`src/rtl/ahb2apb_bridge.sv`:
```
`default_nettype none
// ============================================================================
// Module  : ahb2apb_bridge
// Brief   : AHB-Lite slave that turns single AHB transfers into APB transfers.
// Revision: 1.0 - initial release
// ============================================================================
module ahb2apb_bridge #(
    parameter int HADDR_SIZE = 32,
    parameter int HDATA_SIZE = 32,
    parameter int NUM_PSEL   = 4,
    parameter int DEC_LSB    = 12
) (
    input  logic                  HCLK,
    input  logic                  HRESET,
    input  logic                  HSEL,
    input  logic [HADDR_SIZE-1:0] HADDR,
    input  logic                  HWRITE,
    input  logic [1:0]            HTRANS,
    input  logic [2:0]            HSIZE,
    input  logic [2:0]            HBURST,
    input  logic [HDATA_SIZE-1:0] HWDATA,
    input  logic                  HREADY,
    output logic                  HREADYOUT,
    output logic                  HRESP,
    output logic [HDATA_SIZE-1:0] HRDATA,
    output logic [HADDR_SIZE-1:0] PADDR,
    output logic                  PWRITE,
    output logic [HDATA_SIZE-1:0] PWDATA,
    output logic [NUM_PSEL-1:0]   PSEL,
    output logic                  PENABLE,
    input  logic [HDATA_SIZE-1:0] PRDATA,
    input  logic                  PREADY,
    input  logic                  PSLVERR
);

    localparam int IDX_W = $clog2(NUM_PSEL);

    typedef enum logic [2:0] {
        S_IDLE   = 3'd0,
        S_WLATCH = 3'd1,
        S_SETUP  = 3'd2,
        S_ACCESS = 3'd3,
        S_ERR1   = 3'd4,
        S_ERR2   = 3'd5
    } state_t;

    state_t                  r_state;
    state_t                  w_state_nxt;
    state_t                  w_accept_state;
    logic [HADDR_SIZE-1:0]   r_paddr;
    logic                    r_pwrite;
    logic [HDATA_SIZE-1:0]   r_pwdata;
    logic [IDX_W-1:0]        r_idx;
    logic                    w_accept;
    logic                    w_illegal;
    logic                    w_apb_ok;
    logic                    w_open;
    logic                    w_load;
    logic                    w_unused;

    // HBURST and the SEQ/NONSEQ distinction have no effect: every beat is a single.
    assign w_unused = &{1'b0, HBURST, HTRANS[0]};

    assign w_accept  = HSEL && HREADY && HTRANS[1];
    assign w_illegal = (HSIZE > 3'd2)
                    || ((HSIZE == 3'd1) && HADDR[0])
                    || ((HSIZE == 3'd2) && (HADDR[1:0] != 2'b00));
    assign w_apb_ok  = (r_state == S_ACCESS) && PREADY && !PSLVERR;
    // Slots in which a new address phase may be taken (bridge drives HREADYOUT=1).
    assign w_open    = (r_state == S_IDLE) || (r_state == S_ERR2) || w_apb_ok;
    assign w_load    = w_open && w_accept;

    always_comb begin
        w_accept_state = S_IDLE;
        if (w_accept) begin
            if (w_illegal)   w_accept_state = S_ERR1;
            else if (HWRITE) w_accept_state = S_WLATCH;
            else             w_accept_state = S_SETUP;
        end
    end

    always_ff @(posedge HCLK or posedge HRESET) begin
        if (HRESET) begin
            r_state  <= S_IDLE;
            r_paddr  <= '0;
            r_pwrite <= 1'b0;
            r_pwdata <= '0;
            r_idx    <= '0;
        end else begin
            r_state <= w_state_nxt;
            if (w_load) begin
                r_paddr  <= HADDR;
                r_pwrite <= HWRITE;
                r_idx    <= HADDR[DEC_LSB +: IDX_W];
            end
            if (r_state == S_WLATCH) begin
                r_pwdata <= HWDATA;
            end
        end
    end

    always_comb begin
        w_state_nxt = r_state;
        HREADYOUT   = 1'b1;
        HRESP       = 1'b0;
        HRDATA      = '0;
        PSEL        = '0;
        PENABLE     = 1'b0;
        case (r_state)
            S_IDLE: begin
                w_state_nxt = w_accept_state;
            end
            S_WLATCH: begin
                HREADYOUT   = 1'b0;
                w_state_nxt = S_SETUP;
            end
            S_SETUP: begin
                HREADYOUT   = 1'b0;
                PSEL        = NUM_PSEL'(1) << r_idx;
                w_state_nxt = S_ACCESS;
            end
            S_ACCESS: begin
                PSEL    = NUM_PSEL'(1) << r_idx;
                PENABLE = 1'b1;
                if (!PREADY) begin
                    HREADYOUT = 1'b0;
                end else if (PSLVERR) begin
                    HREADYOUT   = 1'b0;
                    w_state_nxt = S_ERR1;
                end else begin
                    if (!r_pwrite) HRDATA = PRDATA;
                    w_state_nxt = w_accept_state;
                end
            end
            S_ERR1: begin
                HREADYOUT   = 1'b0;
                HRESP       = 1'b1;
                w_state_nxt = S_ERR2;
            end
            S_ERR2: begin
                HRESP       = 1'b1;
                w_state_nxt = w_accept_state;
            end
            default: begin
                w_state_nxt = S_IDLE;
            end
        endcase
    end

    assign PADDR  = r_paddr;
    assign PWRITE = r_pwrite;
    assign PWDATA = r_pwdata;

endmodule
`default_nettype wire

```
`config.mk`:
```
export PLATFORM = sky130hd
export DESIGN_NAME = ahb2apb_bridge
export DESIGN_NICKNAME = d
export VERILOG_FILES = /design/src/rtl/ahb2apb_bridge.sv
export SDC_FILE = /design/constraint.sdc
export NUM_CORES = 1
export LEC_CHECK = 0
export ABC_CLOCK_PERIOD_IN_PS = 5300
export BUFFER_PORTS_ARGS = -buffer_cell sky130_fd_sc_hd__buf_2
export CORE_UTILIZATION = 25
export DETAILED_ROUTE_END_ITERATION = 6
export SLEW_MARGIN = 10
export SYNTH_ARGS = -nofsm -noshare
export SYNTH_HDL_FRONTEND = slang
export SYNTH_SLANG_ARGS = --single-unit
```
`constraint.sdc`:
```
create_clock -name HCLK -period 5.3 [get_ports HCLK]
set_clock_uncertainty 0.15 [all_clocks]
set_input_delay 0.265 -clock HCLK [delete_from_list [all_inputs] [get_ports HCLK]]
set_output_delay 0.265 -clock HCLK [all_outputs]
set_load 0.01 [all_outputs]
```
==> impl_metrics.csv, run 1 <==
group,metric,value,unit
yosys,yosysMostFrequentCell,"dfrtp_1",
layout,final_util,0.401,
setup_path,worst-setup-path-type,"register to output pin",
clocking,clock_path_buffers,2,
yosys,syn_area,0.00315,mm²
clocking,clk_latency,0.33,ns
yosys,synthCells,212,
setup_path,crit_required,4.89,ns
setup_path,crit_fanout,32,
die,io_pins,215,
power,seq_power_share,0.341,
power,p_leak,2.61,nW
sta,slew_viol_final,0,
die,die_area,0.0130,mm²
run,cap_viol_max_count,0,
layout,diodes,0,
yosys,netlist.area_leader.share,0.541,
min_path,hold_path_class,"input port to register",
yosys,ys_warn_count,0,
global_routing,grt_util_all_layers,0.122,
global_routing,first_global_vias,2459,
routing,viasPerCell,4.15,
sta,tightest_slew,0.854,ns
setup_path,start_kind,"register",
sta,hold_slack,0.0142,ns
clocking,path_clk_slew,0.06,ns
sta,finalHoldViolations,0,
setup_path,crit_path_top_delay_cell,"dfrtp_1",
yosys,synth_top_area_cell,"dfrtp_1",
placed_design,numPortBuffers,210,
routing,drt-wirelength-per-cell,13.1,µm
power,switchingPower,0.884,mW
routing,vias,2558,
yosys,synth_area_per_cell,14.8,µm²
layout,final_area,0.00488,mm²
setup_path,crit_arrival,1.82,ns
sta,setup_viol,0,
routing,routed_wirelength,8090,µm
clocking,cts_tree,"built",
power,pwr-share-comb,0.394,
global_routing,overflow,0,
run_status,status,"finished, final reports clean",
layout,fill_cells,1180,
layout,syn_to_final_growth,55.1,%
routing,drtIter0Drc,70,
die,die_h,114,µm
layout,regArea,0.00170,mm²
clocking,cts_resized,0,
setup_path,cp-end-kind,"output pin",
clocking,cts.sinks,68,
sta,finalCriticalPeriod,2.24,ns
global_routing,grt_pass1_wl,12100,µm
yosys,postSynth.asyncResetShare,1.00,
yosys,synth_area_leaders,"dfrtp_1 54%, mux2_4 14%, mux2_2 13%",
die,die_w,114,µm
placed_design,hpwl,6020,µm
power,switching_share,0.315,
yosys,synth_flop_cell,"dfrtp_1",
yosys,synth-seq-cells,68,
layout,nets,554,
placed_design,placed_cell_area,0.00431,mm²
sta,setup_slack,3.06,ns
layout,layout-drive-gt1-share,0.679,
power,max-vdd-ir-drop,144,µV
setup_path,cp_cell_sequence,"nand2_1 > nor4_2 > buf_4 > and2_1 > buf_2",
die,row_count,40,
power,intPower,1.92,mW
yosys,synth_cell_types,36,
yosys,synth_edf_count,0,
sta,period_share,0.422,
power,powerDensity,575,mW/mm²
routing,drc,0,
die,initial_core_util,0.259,
routing,antenna_left,0,
global_routing,grt_max_degree,69,
setup_path,slowest_delay,0.58,ns
global_routing,antenna_found_initial,0,
clocking,root_buffer,"clkbuf_16",
placed_design,post-place-ws,3.07,ns
yosys,synthTopCellsByCount,"68 x dfrtp_1, 35 x mux2_2, 32 x and2_1, 30 x mux2_4",
yosys,ys_seq_area_frac,0.541,
sta,tns,0,ns
clocking,cts_buffers,9,
die,core_area,0.0122,mm²
layout,multi_input_area,0.00131,mm²
yosys,syn-num-nets,323,
sta,slew_headroom,0.431,
routing,firstDrtPassIters,3,
power,power.share.clock,0.264,
placed_design,gp_congestion,0.898,
sta,rsz0062_at_grt,"false",
clocking,h-tree-depth,3,
sta,fmax,447,MHz
-- kinds of logic (layout without fill, tap and decap cells) --
family	count (synthesis)	in the layout	share of synthesized area
compound gates	13	13	0.0362
flops	68	68	0.541
simple gates	50	50	0.109
mux	65	65	0.268
buf+inv	16	252	0.0461
-- per-stage QoR --
stage | total power [mW] | instances
6_report | 2.81 | 616
5_1_grt | 2.98 | 616
4_1_cts | 2.86 | 616
3_5_place_dp | 2.08 | 580
3_3_place_gp | 2.05 | 580
2_1_floorplan | 1.68 | 212
-- state kept, by name, summed over array words and instances (netlist names) --
| name | flops |
|---|---|
| r_state | 3 |
| PWRITE | 1 |
| PADDR | 32 |
| PWDATA | 32 |
-- repair_timing --
action,CTS,global route
hold buffers,20,0
setup buffers,0,0
hold endpoints to repair,20,0
-- power by group through the flow --
stage | Clock (mW) | Combinational, mW | Sequential (mW)
2_1_floorplan | 0 | 0.629 | 1.05
3_3_place_gp | 0 | 1.09 | 0.951
3_5_place_dp | 0 | 1.12 | 0.967
4_1_cts | 0.770 | 1.13 | 0.962
5_1_grt | 0.790 | 1.20 | 0.994
6_report | 0.742 | 1.11 | 0.959
-- final timing paths --
check | endpoint | cells past startpoint | slack [ns] | from
max | HRDATA[11] | 5 | 3.06 | r_state[1]
min | PADDR[29] | 2 | 0.01 | HADDR[29]
max reg2reg | PADDR[31] | 4 | 3.10 | r_state[0]
min reg2reg | PWDATA[11] | 1 | 0.35 | PWDATA[11]
max in group asynchronous | r_state[1] | 3 | 4.41 | HRESET
min in group asynchronous | PWDATA[31] | 3 | 0.05 | HRESET
-- final cells by class --
type	instances	area share
Sequential cell	68	0.349
Timing Repair Buffer	233	0.261
Tap cell	168	0.0431
Clock buffer	9	0.0462
Multi-Input combinational cell	128	0.269
Inverter	3	0.00231
Clock inverter	7	0.0297
-- layer usage --
| metal | routed length [µm] | share of wire | global-route usage |
|---|---|---|---|
| met5 | 0 | 0 | 0 |
| met4 | 125 | 0.015 | 0.0545 |
| met3 | 583 | 0.072 | 0.0302 |
| met2 | 4230 | 0.52 | 0.232 |
| met1 | 3150 | 0.39 | 0.127 |
-- layout by cell type, fill, tap and decap left out, types with 2 or more instances in the layout --
cell           count
mux2_2            35
nor3b_1            2
bufinv_16          4
nand2b_4           2
buf_2            210
o21ai_0            2
dlygate4sd3_1     20
buf_4              3
mux2_4            30
inv_1              2
clkbuf_16          9
nand3_1            3
dfrtp_1           68
and2_1            32
inv_6              2
-- worst max-delay path: cells and delay by family (launching register included) --
family,cells,cell delay (ns)
simple gates,3,0.50
buf+inv,2,0.42
flops,1,0.58
Power figures use the tool's default switching activity.
==> run 2, diff against run 1 <==
Settings changed: ABC_CLOCK_PERIOD_IN_PS 5300 to 2100.
Clock period 5.3 ns to 2.1 ns, I/O delays scaled along.
==> run 2 against run 1 <==
Net effect:
- worst hold slack improved by 0.039 ns
- setup slack got worse by 3.0 ns
- largest power group unchanged
- wire length rose by 15%
- first-iteration DRC count rose by 33%
==> impl_metrics.csv, run 2 (synthesis results as in run 1) <==
group,metric,value,unit
sta,period_share,0.963,
sta,rsz0062_at_grt,"false",
setup_path,crit_top_cell,"buf_2",
global_routing,first_global_vias,2768,
routing,drt-wirelength-per-cell,13.9,µm
setup_path,slowest_delay,0.51,ns
routing,drt-met1-wl,3380,µm
sta,tightest_slew,0.626,ns
routing,highest_layer,"met4",
global_routing,antenna_found_initial,0,
routing,routed_wirelength,9330,µm
clocking,h-tree-depth,3,
sta,slew_viol_final,0,
placed_design,dp.cells,586,
routing,drtIter0Drc,93,
power,max-vdd-ir-drop,443,µV
layout,fill_cells,1096,
run,cap_viol_max_count,0,
routing,drc,0,
routing,routed-wl-met3,639,µm
power,powerDensity,1310,mW/mm²
setup_path,crit_fanout,8,
setup_path,cp_cell_sequence,"dlygate4sd3_1 > buf_2 > nand2b_4 > nor4_4 > buf_4 > buf_6 > and2_1 > buf_2",
placed_design,numPortBuffers,210,
die,row_count,40,
clocking,clk_latency,0.32,ns
die,die_h,114,µm
clocking,root_buffer,"clkbuf_16",
routing,viasPerCell,4.18,
layout,final_cells,673,
setup_path,crit_required,1.85,ns
setup_path,cp-end-kind,"output pin",
layout,diodes,0,
clocking,cts_buffers,9,
die,die_area,0.0130,mm²
layout,final_util,0.450,
setup_path,cp_top_family,"buffers and inverters",
layout,nets,611,
setup_path,start_kind,"input port",
layout,syn_to_final_growth,74.0,%
routing,antenna_left,0,
run_status,status,"finished, final reports clean",
clocking,cts.sinks,68,
routing,vias,2810,
sta,finalCriticalPeriod,2.02,ns
die,core_area,0.0122,mm²
sta,fmax,495,MHz
sta,finalHoldViolations,0,
global_routing,overflow,0,
clocking,path_clk_slew,0.05,ns
global_routing,grt_util_all_layers,0.141,
placed_design,placed_cell_area,0.00439,mm²
routing,wl_met2,5180,µm
setup_path,worst-setup-path-type,"input port to output pin",
sta,setup_viol,0,
routing,firstDrtPassIters,4,
setup_path,crit_path_top_delay_cell,"dlygate4sd3_1",
clocking,clock_path_buffers,2,
layout,layout-drive-gt1-share,0.632,
setup_path,path_buf_inv,5,
global_routing,grt_max_degree,42,
layout,final_common_cell,"buf_2",
sta,tns,0,ns
sta,slew_headroom,0.582,
setup_path,crit_arrival,1.77,ns
placed_design,post-place-ws,0.249,ns
sta,setup_slack,0.0779,ns
placed_design,hpwl,6150,µm
die,initial_core_util,0.259,
die,die_w,114,µm
clocking,cts_tree,"built",
power,p_leak,2.88,nW
layout,final_cell_mix,"209 x buf_2, 67 x dlygate4sd3_1, 66 x dfrtp_1",
layout,final_area,0.00548,mm²
die,io_pins,215,
global_routing,grt_pass1_wl,13800,µm
min_path,hold_path_class,"input port to register",
placed_design,gp_congestion,0.908,
==> run 2: cell count changes in the layout (fill, tap and decap cells not counted), moves of 2 or more <==
cell | previous run | this run
and2_1 | 32 | 28
and2_4 | 0 | 4
buf_12 | 0 | 3
buf_4 | 3 | 7
buf_6 | 0 | 3
dfrtp_1 | 68 | 66
dfrtp_2 | 0 | 2
dlygate4sd3_1 | 20 | 67
==> run 2: worst paths after layout <==
check | slack (ns) | depth (start not counted) | end | from
max | 0.08 | 8 | HRDATA[4] | PREADY
min | 0.05 | 4 | r_state[1] | HSIZE[0]
max reg2reg | 0.23 | 5 | PADDR[3] | r_state[2]
min reg2reg | 0.35 | 1 | PWDATA[30] | PWDATA[30]
max in group asynchronous | 0.90 | 4 | PADDR[19] | HRESET
min in group asynchronous | 0.26 | 3 | PWDATA[31] | HRESET
==> run 2: power by group <==
part	leakage, nW	switching (mW)	internal [mW]	total, mW
Sequential	0.808	0.410	1.99	2.40
Combinational	1.90	1.31	1.74	3.05
Clock	0.163	0.558	1.16	1.72
Total	2.88	2.28	4.89	7.17
==> run 2: worst reg2reg max path: stages, from the launching register on <==
cell,delay [ns]
dfrtp_2,0.49
o21bai_1,0.20
and4_1,0.31
nand2_4,0.08
buf_4,0.21
mux2_4,0.31
==> run 2: final cells by class <==
class / count / area (µm²) / share of cell area
Timing Repair Buffer: 290 / 1880 / 0.343
Sequential cell: 68 / 1700 / 0.311
Multi-Input combinational cell: 128 / 1330 / 0.244
Clock buffer: 10 / 229 / 0.0418
Tap cell: 168 / 210 / 0.0384
Clock inverter: 6 / 111 / 0.0203
Inverter: 3 / 11.3 / 0.00206
==> run 2: what timing repair did <==
action / 4_1_cts / 5_1_grt
buffers inserted: 0 / 2
pin swaps: 0 / 1
setup endpoints to repair: 32 / 31
hold buffers: 68 / 0
endpoints found under the hold margin: 95 / 0
gates resized for setup: 4 / 12
gates cloned: 1 / 2
==> run 2: per-stage QoR <==
stage	power [mW]	hold slack [ns]
finish	7.17	0.0530
global route	7.61	0.0657
CTS	7.24	0.0592
detailed placement	5.35	0.0720
global placement	5.27	0.0682
floorplan	4.23	0.0641
==> run 2: routing by layer <==
metal | GRT usage | vias up
met3 | 0.0365 | 9
li1 | - | 1317
met5 | 0 | -
met2 | 0.274 | 148
met1 | 0.143 | 1336
met4 | 0.0494 | 0
==> run 3, diff against run 2 <==
Settings changed: ABC_CLOCK_PERIOD_IN_PS 2100 to 2300.
Clock period 2.1 ns to 2.3 ns, I/O delays scaled along.
==> run 3 against run 2 <==
Net effect:
- register-to-register slack gained 0.16 ns
- combinational power shrank 12%
- sequential share of layout area grew 0.42 points
- non-clock buffer count shrank 7
- first-iteration DRC count shrank 33%
- setup slack gained 0.17 ns
- utilization shrank 0.63 points
- largest cell class unchanged
==> impl_metrics.csv, run 3 (synthesis results as in run 1) <==
group,metric,value,unit
run_status,status,"finished, final reports clean",
clocking,clk_latency,0.33,ns
placed_design,hpwl,6220,µm
routing,routed_wirelength,8890,µm
setup_path,cp_top_family,"simple AND/OR/NAND/NOR gates",
sta,period_share,0.892,
layout,final_common_cell,"buf_2",
run,cap_viol_max_count,0,
power,p_leak,2.83,nW
global_routing,grt_util_all_layers,0.135,
routing,viasPerCell,4.04,
routing,drt-wirelength-per-cell,13.3,µm
global_routing,first_global_vias,2705,
setup_path,crit_required,2.04,ns
sta,tns,0,ns
min_path,hold_path_class,"input port to register",
setup_path,crit_fanout,32,
die,die_area,0.0130,mm²
setup_path,worst-setup-path-type,"register to output pin",
clocking,cts.sinks,68,
clocking,cts_tree,"built",
sta,finalCriticalPeriod,2.05,ns
placed_design,numPortBuffers,210,
setup_path,cp_cell_sequence,"nor4_2 > buf_4 > and2_1 > buf_2",
layout,multi_input_area,0.00131,mm²
global_routing,grt_max_degree,42,
setup_path,setup.worst_path.start,"r_state[2]",
layout,diodes,0,
power,powerDensity,1220,mW/mm²
layout,fill_cells,1112,
setup_path,cp-endpoint,"HRDATA[16]",
setup_path,path_buf_inv,2,
setup_path,crit_path_top_delay_cell,"dfrtp_1",
power,max-vdd-ir-drop,345,µV
setup_path,start_kind,"register",
placed_design,post-place-ws,0.328,ns
sta,setup_slack,0.249,ns
clocking,path_clk_slew,0.06,ns
setup_path,crit_arrival,1.79,ns
layout,final_cell_mix,"210 x buf_2, 67 x dfrtp_1, 67 x dlygate4sd3_1",
routing,firstDrtPassIters,4,
routing,antenna_left,0,
die,die_w,114,µm
sta,setup_viol,0,
min_path,whs_path_depth,3,
clocking,clock_path_buffers,2,
global_routing,grt_pass1_wl,13300,µm
layout,layout-drive-gt1-share,0.618,
setup_path,timing.reg2reg.setup_slack,0.39,ns
routing,vias,2692,
die,initial_core_util,0.259,
sta,finalHoldViolations,0,
setup_path,reg2reg_depth,5,
setup_path,slowest_delay,0.51,ns
clocking,root_buffer,"clkbuf_16",
sta,fmax,488,MHz
die,core_area,0.0122,mm²
setup_path,reg2reg_to,"PADDR[4]",
sta,slew_viol_final,0,
placed_design,gp_congestion,0.915,
clocking,h-tree-depth,3,
die,row_count,40,
routing,drc,0,
sta,tightest_slew,0.619,ns
routing,drtIter0Drc,62,
die,die_h,114,µm
layout,syn_to_final_growth,71.6,%
setup_path,reg2reg_from,"r_state[2]",
setup_path,critical_path_depth,4,
sta,slew_headroom,0.587,
layout,regArea,0.00170,mm²
sta,rsz0062_at_grt,"false",
global_routing,overflow,0,
clocking,cts_buffers,9,
layout,nets,604,
global_routing,antenna_found_initial,0,
setup_path,cp-end-kind,"output pin",
die,io_pins,215,
[run 3: metal layers]
layer | routed length [µm] | part of all wire | GRT usage | up-vias
met5 | 0 | 0 | 0 | -
met2 | 4720 | 0.53 | 0.259 | 145
li1 | - | - | - | 1297
met3 | 628 | 0.071 | 0.0312 | 7
met4 | 112 | 0.013 | 0.0519 | 0
met1 | 3430 | 0.39 | 0.142 | 1243
[run 3: through the flow]
stage / util / cells / hold WS, ns / power, mW / area, µm²
finish: 0.444 / 666 / 0.0229 / 6.57 / 5400
global route: 0.444 / 666 / 0.0571 / 6.98 / 5400
CTS: 0.444 / 666 / 0.0192 / 6.66 / 5400
detailed placement: 0.358 / 583 / 0.0727 / 4.82 / 4360
global placement: 0.358 / 583 / 0.0776 / 4.75 / 4360
floorplan: - / 212 / 0.0741 / 3.86 / 3150
[run 3: repair_timing]
item                                    in CTS  in global routing
hold buffers                                67                  0
endpoints found under the hold margin       94                  0
endpoints found under the setup margin       0                  1
gates resized for setup                      0                  1
buffers inserted                             0                  0
[run 3: worst register-to-register path: stages (launching register included)]
cell	delay [ns]
dfrtp_1	0.51
o21bai_1	0.23
and4_1	0.31
nand2_4	0.08
buf_4	0.21
mux2_4	0.31
[run 3: cell type report]
cell class                 instances  area share
tap                              168      0.0389
clock inverter                     7      0.0269
timing repair buffer             283       0.332
clock buffer                       9      0.0417
sequential                        68       0.315
inverter                           3     0.00209
multi-input combinational        128       0.243
[run 3: how the worst min path moves through the flow]
stage	from	end	slack [ns]
finish	PSLVERR	r_state[2]	0.02
global placement	HRESET	PWDATA[31]	0.08
floorplan	HWRITE	r_state[1]	0.07
global route	PSLVERR	r_state[2]	0.06
CTS	PSLVERR	r_state[2]	0.02
detailed placement	HRESET	PWDATA[31]	0.07
[run 3: report_power, final]
group          total [mW]  switching [mW]  internal (mW)
Clock                1.71           0.530           1.18
Sequential           2.18           0.370           1.81
Combinational        2.68            1.16           1.52
Total                6.57            2.05           4.51
